==> src/rtl/mips_alu_seq.sv <==
// Execute-stage ALU: single-cycle AND/OR/ADD/SUB/SLT plus an iterative WIDTH-cycle MUL.
// Define MIPS_ALU_MULHI_EN to add ALUResultHi (upper half of the signed product).
module mips_alu_seq #(
    parameter int WIDTH = 32
) (
    input  logic             CLK,
    input  logic             RST,
    input  logic             Start,
    input  logic [2:0]       ALUControl,
    input  logic [WIDTH-1:0] SrcA,
    input  logic [WIDTH-1:0] SrcB,
    output logic [WIDTH-1:0] ALUResult,
    output logic             Zero,
    output logic             Busy,
`ifdef MIPS_ALU_MULHI_EN
    output logic [WIDTH-1:0] ALUResultHi,
`endif
    output logic             Done
);

    typedef enum logic [1:0] {
        IDLE = 2'd0,
        MUL  = 2'd1,
        FIN  = 2'd2
    } state_t;

    typedef enum logic [2:0] {
        OP_AND = 3'b000,
        OP_OR  = 3'b001,
        OP_ADD = 3'b010,
        OP_SUB = 3'b100,
        OP_SLT = 3'b110,
        OP_MUL = 3'b101
    } alu_op_t;

`ifdef MIPS_ALU_MULHI_EN
    localparam int PW = 2 * WIDTH;
`else
    localparam int PW = WIDTH;
`endif
    localparam int CW = $clog2(WIDTH);
    localparam logic [CW-1:0] LAST = CW'(WIDTH - 1);

    state_t           state;
    logic [CW-1:0]    count;
    logic [PW-1:0]    acc;
    logic [PW-1:0]    mcand;
    logic [WIDTH-1:0] mplier;
    logic [PW-1:0]    acc_next;
    logic [PW-1:0]    partial;
    logic [WIDTH-1:0] alu_out;

    always_comb begin
        alu_out = '0;
        case (ALUControl)
            OP_AND:  alu_out = SrcA & SrcB;
            OP_OR:   alu_out = SrcA | SrcB;
            OP_ADD:  alu_out = SrcA + SrcB;
            OP_SUB:  alu_out = SrcA - SrcB;
            OP_SLT:  alu_out = {{(WIDTH-1){1'b0}}, ($signed(SrcA) < $signed(SrcB))};
            default: alu_out = '0;
        endcase
    end

    // Multiplier MSB carries weight -2^(WIDTH-1), so the final step subtracts;
    // this yields the signed product, whose low half equals the unsigned one.
    always_comb begin
        partial  = mplier[0] ? mcand : '0;
        acc_next = (count == LAST) ? (acc - partial) : (acc + partial);
    end

    always_ff @(posedge CLK) begin
        if (RST) begin
            state     <= IDLE;
            count     <= '0;
            acc       <= '0;
            mcand     <= '0;
            mplier    <= '0;
            ALUResult <= '0;
            Zero      <= 1'b1;
            Busy      <= 1'b0;
            Done      <= 1'b0;
`ifdef MIPS_ALU_MULHI_EN
            ALUResultHi <= '0;
`endif
        end else begin
            Done <= 1'b0;
            case (state)
                IDLE, FIN: begin
                    state <= IDLE;
                    if (Start) begin
                        if (ALUControl == OP_MUL) begin
                            state  <= MUL;
                            Busy   <= 1'b1;
                            count  <= '0;
                            acc    <= '0;
                            mcand  <= PW'($signed(SrcA));
                            mplier <= SrcB;
                        end else begin
                            ALUResult <= alu_out;
                            Zero      <= (alu_out == '0);
                            Done      <= 1'b1;
                        end
                    end
                end
                MUL: begin
                    acc    <= acc_next;
                    mcand  <= mcand << 1;
                    mplier <= mplier >> 1;
                    count  <= count + 1'b1;
                    if (count == LAST) begin
                        state     <= FIN;
                        Busy      <= 1'b0;
                        Done      <= 1'b1;
                        ALUResult <= acc_next[WIDTH-1:0];
                        Zero      <= (acc_next[WIDTH-1:0] == '0);
`ifdef MIPS_ALU_MULHI_EN
                        ALUResultHi <= acc_next[PW-1:WIDTH];
`endif
                    end
                end
                default: state <= IDLE;
            endcase
        end
    end

endmodule

==> config.mk <==
export PLATFORM = sky130hd
export DESIGN_NAME = mips_alu_seq
export DESIGN_NICKNAME = d
export VERILOG_FILES = /design/src/rtl/mips_alu_seq.sv
export SDC_FILE = /design/constraint.sdc
export NUM_CORES = 1
export LEC_CHECK = 0
export ABC_AREA = 1
export ABC_CLOCK_PERIOD_IN_PS = 9010
export CAP_MARGIN = 20
export CELL_PAD_IN_SITES_DETAIL_PLACEMENT = 0
export CELL_PAD_IN_SITES_GLOBAL_PLACEMENT = 1
export CORE_MARGIN = 8
export CORE_UTILIZATION = 40
export CTS_BUF_LIST = sky130_fd_sc_hd__clkbuf_8
export CTS_CLUSTER_DIAMETER = 120
export CTS_CLUSTER_SIZE = 14
export DETAILED_ROUTE_END_ITERATION = 16
export PLACE_DENSITY = 0.83
export SLEW_MARGIN = 20
export SYNTH_ARGS = -nofsm -noshare
export SYNTH_HDL_FRONTEND = slang
export SYNTH_SLANG_ARGS = --single-unit
==> constraint.sdc <==
create_clock -name CLK -period 9.01 [get_ports CLK]
set_clock_uncertainty 0.15 [all_clocks]
set_input_delay 1.802 -clock CLK [delete_from_list [all_inputs] [get_ports CLK]]
set_output_delay 1.802 -clock CLK [all_outputs]
set_load 0.01 [all_outputs]
==> impl_metrics.sql <==
INSERT INTO impl_metrics (metric_group, metric, value, unit) VALUES
('outcome', 'outcome', 'completed', ''),
('synthesis', 'synth.net_count', '2809', ''),
('clocking', 'clock-root-buffer', 'sky130_fd_sc_hd__clkbuf_8', ''),
('route', 'detail_route_antenna_nets', '0', ''),
('synthesis', 'synth.largest_area_cell', 'sky130_fd_sc_hd__nand2_1', ''),
('power_and_ir_drop', 'pwr-share-clk', '0.235', ''),
('synthesis', 'synth.ff_latch_count', '138', ''),
('clocking', 'post-cts-setup-buffer-count', '0', ''),
('critical_path', 'most_used_cell_cp', 'sky130_fd_sc_hd__nand2_1', ''),
('power_and_ir_drop', 'irDropWorstVdd', '0.156', 'mV'),
('hold_path', 'min_path_type', 'reg2reg', ''),
('synthesis', 'yosys_warnings', '0', ''),
('critical_path', 'cpMaxStageDelayCell', 'sky130_fd_sc_hd__clkinv_1', ''),
('grt', 'largest_net_degree_at_the_start_of_global_routing', '81', ''),
('synthesis', 'netlist.area_leader.share', '0.218', ''),
('synthesis', 'synth_xor_xnor_area_share', '0.0218', ''),
('synthesis', 'yosys.cell_types.count', '50', ''),
('sta', 'maxClockFrequency', '0.188', 'GHz'),
('critical_path', 'setup.worst_path.start_class', 'flip-flop', ''),
('clocking', 'cts_tree', 'yes', ''),
('placement', 'dp_hpwl', '48.3', 'mm'),
('hold_path', 'min_path_cells', '2', ''),
('clocking', 'cts.path.max_buffers', '2', ''),
('grt', 'grt_pass1_vias', '15800', ''),
('route', 'routed_wire_length_per_instance', '19.3', 'µm'),
('layout', 'fillers', '4033', ''),
('power_and_ir_drop', 'p_leak', '8.55', 'nW'),
('clocking', 'cts.sink_count', '138', ''),
('sta', 'timing.final.crit_period', '5320', 'ps'),
('clocking', 'postCtsHoldBufs', '0', ''),
('run', 'max-cap-violations', '0', ''),
('floorplanning', 'die_h', '209', 'µm'),
('critical_path', 'r2r-start', 'count[0]', ''),
('power_and_ir_drop', 'netSwitchingFraction', '0.464', ''),
('grt', 'initial_antenna_violation_count', '0', ''),
('synthesis', 'adder_and_majority_cell_fraction_of_the_synthesized_area', '0.114', ''),
('floorplanning', 'start_util', '0.405', ''),
('route', 'vias', '16900', ''),
('synthesis', 'synthFlopType', 'sky130_fd_sc_hd__dfxtp_1', ''),
('critical_path', 'critPathMaxStageDelay', '770', 'ps'),
('clocking', 'cts.htree.levels', '4', ''),
('sta', 'maxSlewHeadroom', '0.383', ''),
('synthesis', 'fraction_of_the_mapped_netlist_area_in_simple_logic_gates', '0.379', ''),
('synthesis', 'synthMostInstantiatedCell', 'sky130_fd_sc_hd__nand2_1', ''),
('critical_path', 'crit-reg2reg-capture', 'Zero', ''),
('power_and_ir_drop', 'power_frac_comb', '0.485', ''),
('route', 'drt_wirelength', '60.4', 'mm'),
('synthesis', 'synth.top_cells.by_area', 'sky130_fd_sc_hd__nand2_1, sky130_fd_sc_hd__dfxtp_1, sky130_fd_sc_hd__ha_1, sky130_fd_sc_hd__inv_1, sky130_fd_sc_hd__nand3_1', ''),
('critical_path', 'reg2reg_slack', '3690', 'ps'),
('floorplanning', 'fp.dieArea', '43500', 'µm²'),
('sta', 'setup-violations-final', '0', ''),
('sta', 'final.setup.tns', '0', 'ps'),
('synthesis', 'synth.area.mux_share', '0', ''),
('power_and_ir_drop', 'net-switching-power', '1.12', 'mW'),
('power_and_ir_drop', 'p_int', '1.30', 'mW'),
('critical_path', 'cp_data_arrival_time', '5610', 'ps'),
('hold_path', 'launch_instance_of_the_worst_min_delay_path', 'acc[2]', ''),
('synthesis', 'synth_async_sr_flop_share', '0', ''),
('power_and_ir_drop', 'power_density_normalized_to_cell_area', '146', 'nW/µm²'),
('critical_path', 'timing.critical_path.fanout_max', '18', ''),
('clocking', 'clk-insertion-delay-late', '500', 'ps'),
('route', 'drt_iter0_markers', '1508', ''),
('placement', 'globalplace.congestion', '0.972', ''),
('synthesis', 'dominant_combinational_cell_family_by_area_after_synthesis', 'simple AND/OR/NAND/NOR gates', ''),
('synthesis', 'synth_compound_area_frac', '0.167', ''),
('power_and_ir_drop', 'share_seq_of_total_power', '0.280', ''),
('layout', 'antenna-diode-count', '0', ''),
('layout', 'layout.nets', '2846', ''),
('floorplanning', 'io-pin-count', '105', ''),
('grt', 'global_route_wire_length_before_repair', '92.4', 'mm'),
('floorplanning', 'die_x', '209', 'µm');
==> layout by cell type, fill, tap and decap left out, drive strengths merged, types with 17 or more instances in the layout <==
cell / count
a21oi: 141
a31oi: 87
clkbuf: 17
clkdlybuf4s50: 104
dfxtp: 138
ha: 130
inv: 408
nand2: 871
nand3: 180
nand3b: 17
nand4: 30
nor2: 193
nor3: 33
o21ai: 160
o22ai: 24
xor2: 27
==> per-layer routing <==
metal	track usage	vias up
met1	0.369	7769
met5	0	-
li1	-	8435
met3	0.0319	89
met4	0.0931	0
met2	0.440	575
==> through the flow <==
stage,utilization,cells,setup slack [ps],area (µm²),hold WS [ps]
detailed placement,0.441,3091,3650,16100,310
floorplan,-,2606,5150,14800,290
CTS,0.452,3123,3780,16500,322
finish,0.453,3124,3690,16600,321
global placement,0.441,3091,3560,16100,302
global route,0.453,3124,3100,16600,338
==> worst max-delay path by stage <==
stage	slack, ps	cells after the start	startpoint	to
3_5_place_dp	3650	19	SrcA[20]	Zero
3_3_place_gp	3560	15	ALUControl[0]	Zero
5_1_grt	3100	26	count[0]	Zero
4_1_cts	3780	26	count[0]	Zero
6_report	3690	26	count[0]	Zero
2_1_floorplan	5150	23	SrcA[0]	Zero
==> power groups by stage <==
stage                     registers (mW)  clock network (mW)  logic, mW
after floorplan                    0.688                   0      0.778
after global routing               0.682               0.598       1.31
final                              0.677               0.568       1.17
after global placement             0.690                   0       1.15
after detailed placement           0.690                   0       1.15
after CTS                          0.676               0.577       1.16
==> area by class of cell <==
type	instances	area (µm²)	area share
clock buffer	17	234	0.0141
clock inverter	15	175	0.0106
inverter	409	1540	0.0928
multi-input combinational	1962	10100	0.612
sequential	138	2760	0.167
tap	468	586	0.0353
timing repair buffer	115	1140	0.0690
==> cell families (layout without fill, tap and decap cells) <==
group                    Yosys count  count (layout)
AND/OR/NAND/NOR                 1347            1347
buffers and inverters            506             556
AO/OA/AOI/OAI                    445             445
flip-flops                       138             138
adder cells (fa/ha/maj)          133             133
XOR/XNOR                          37              37
==> tightest hold or removal path, delay by kind of cell, from the launching register on <==
family / cells / cell delay [ps]
AO/OA/AOI/OAI: 1 / 50
AND/OR/NAND/NOR: 1 / 60
flip-flops: 1 / 320
==> registers in the layout, indices dropped and copies added (netlist names), 2 cells and up <==
signal     cells
mplier        32
count          5
ALUResult     32
mcand         32
state          2
acc           32
No activity file was read; power rests on OpenSTA's default activity.
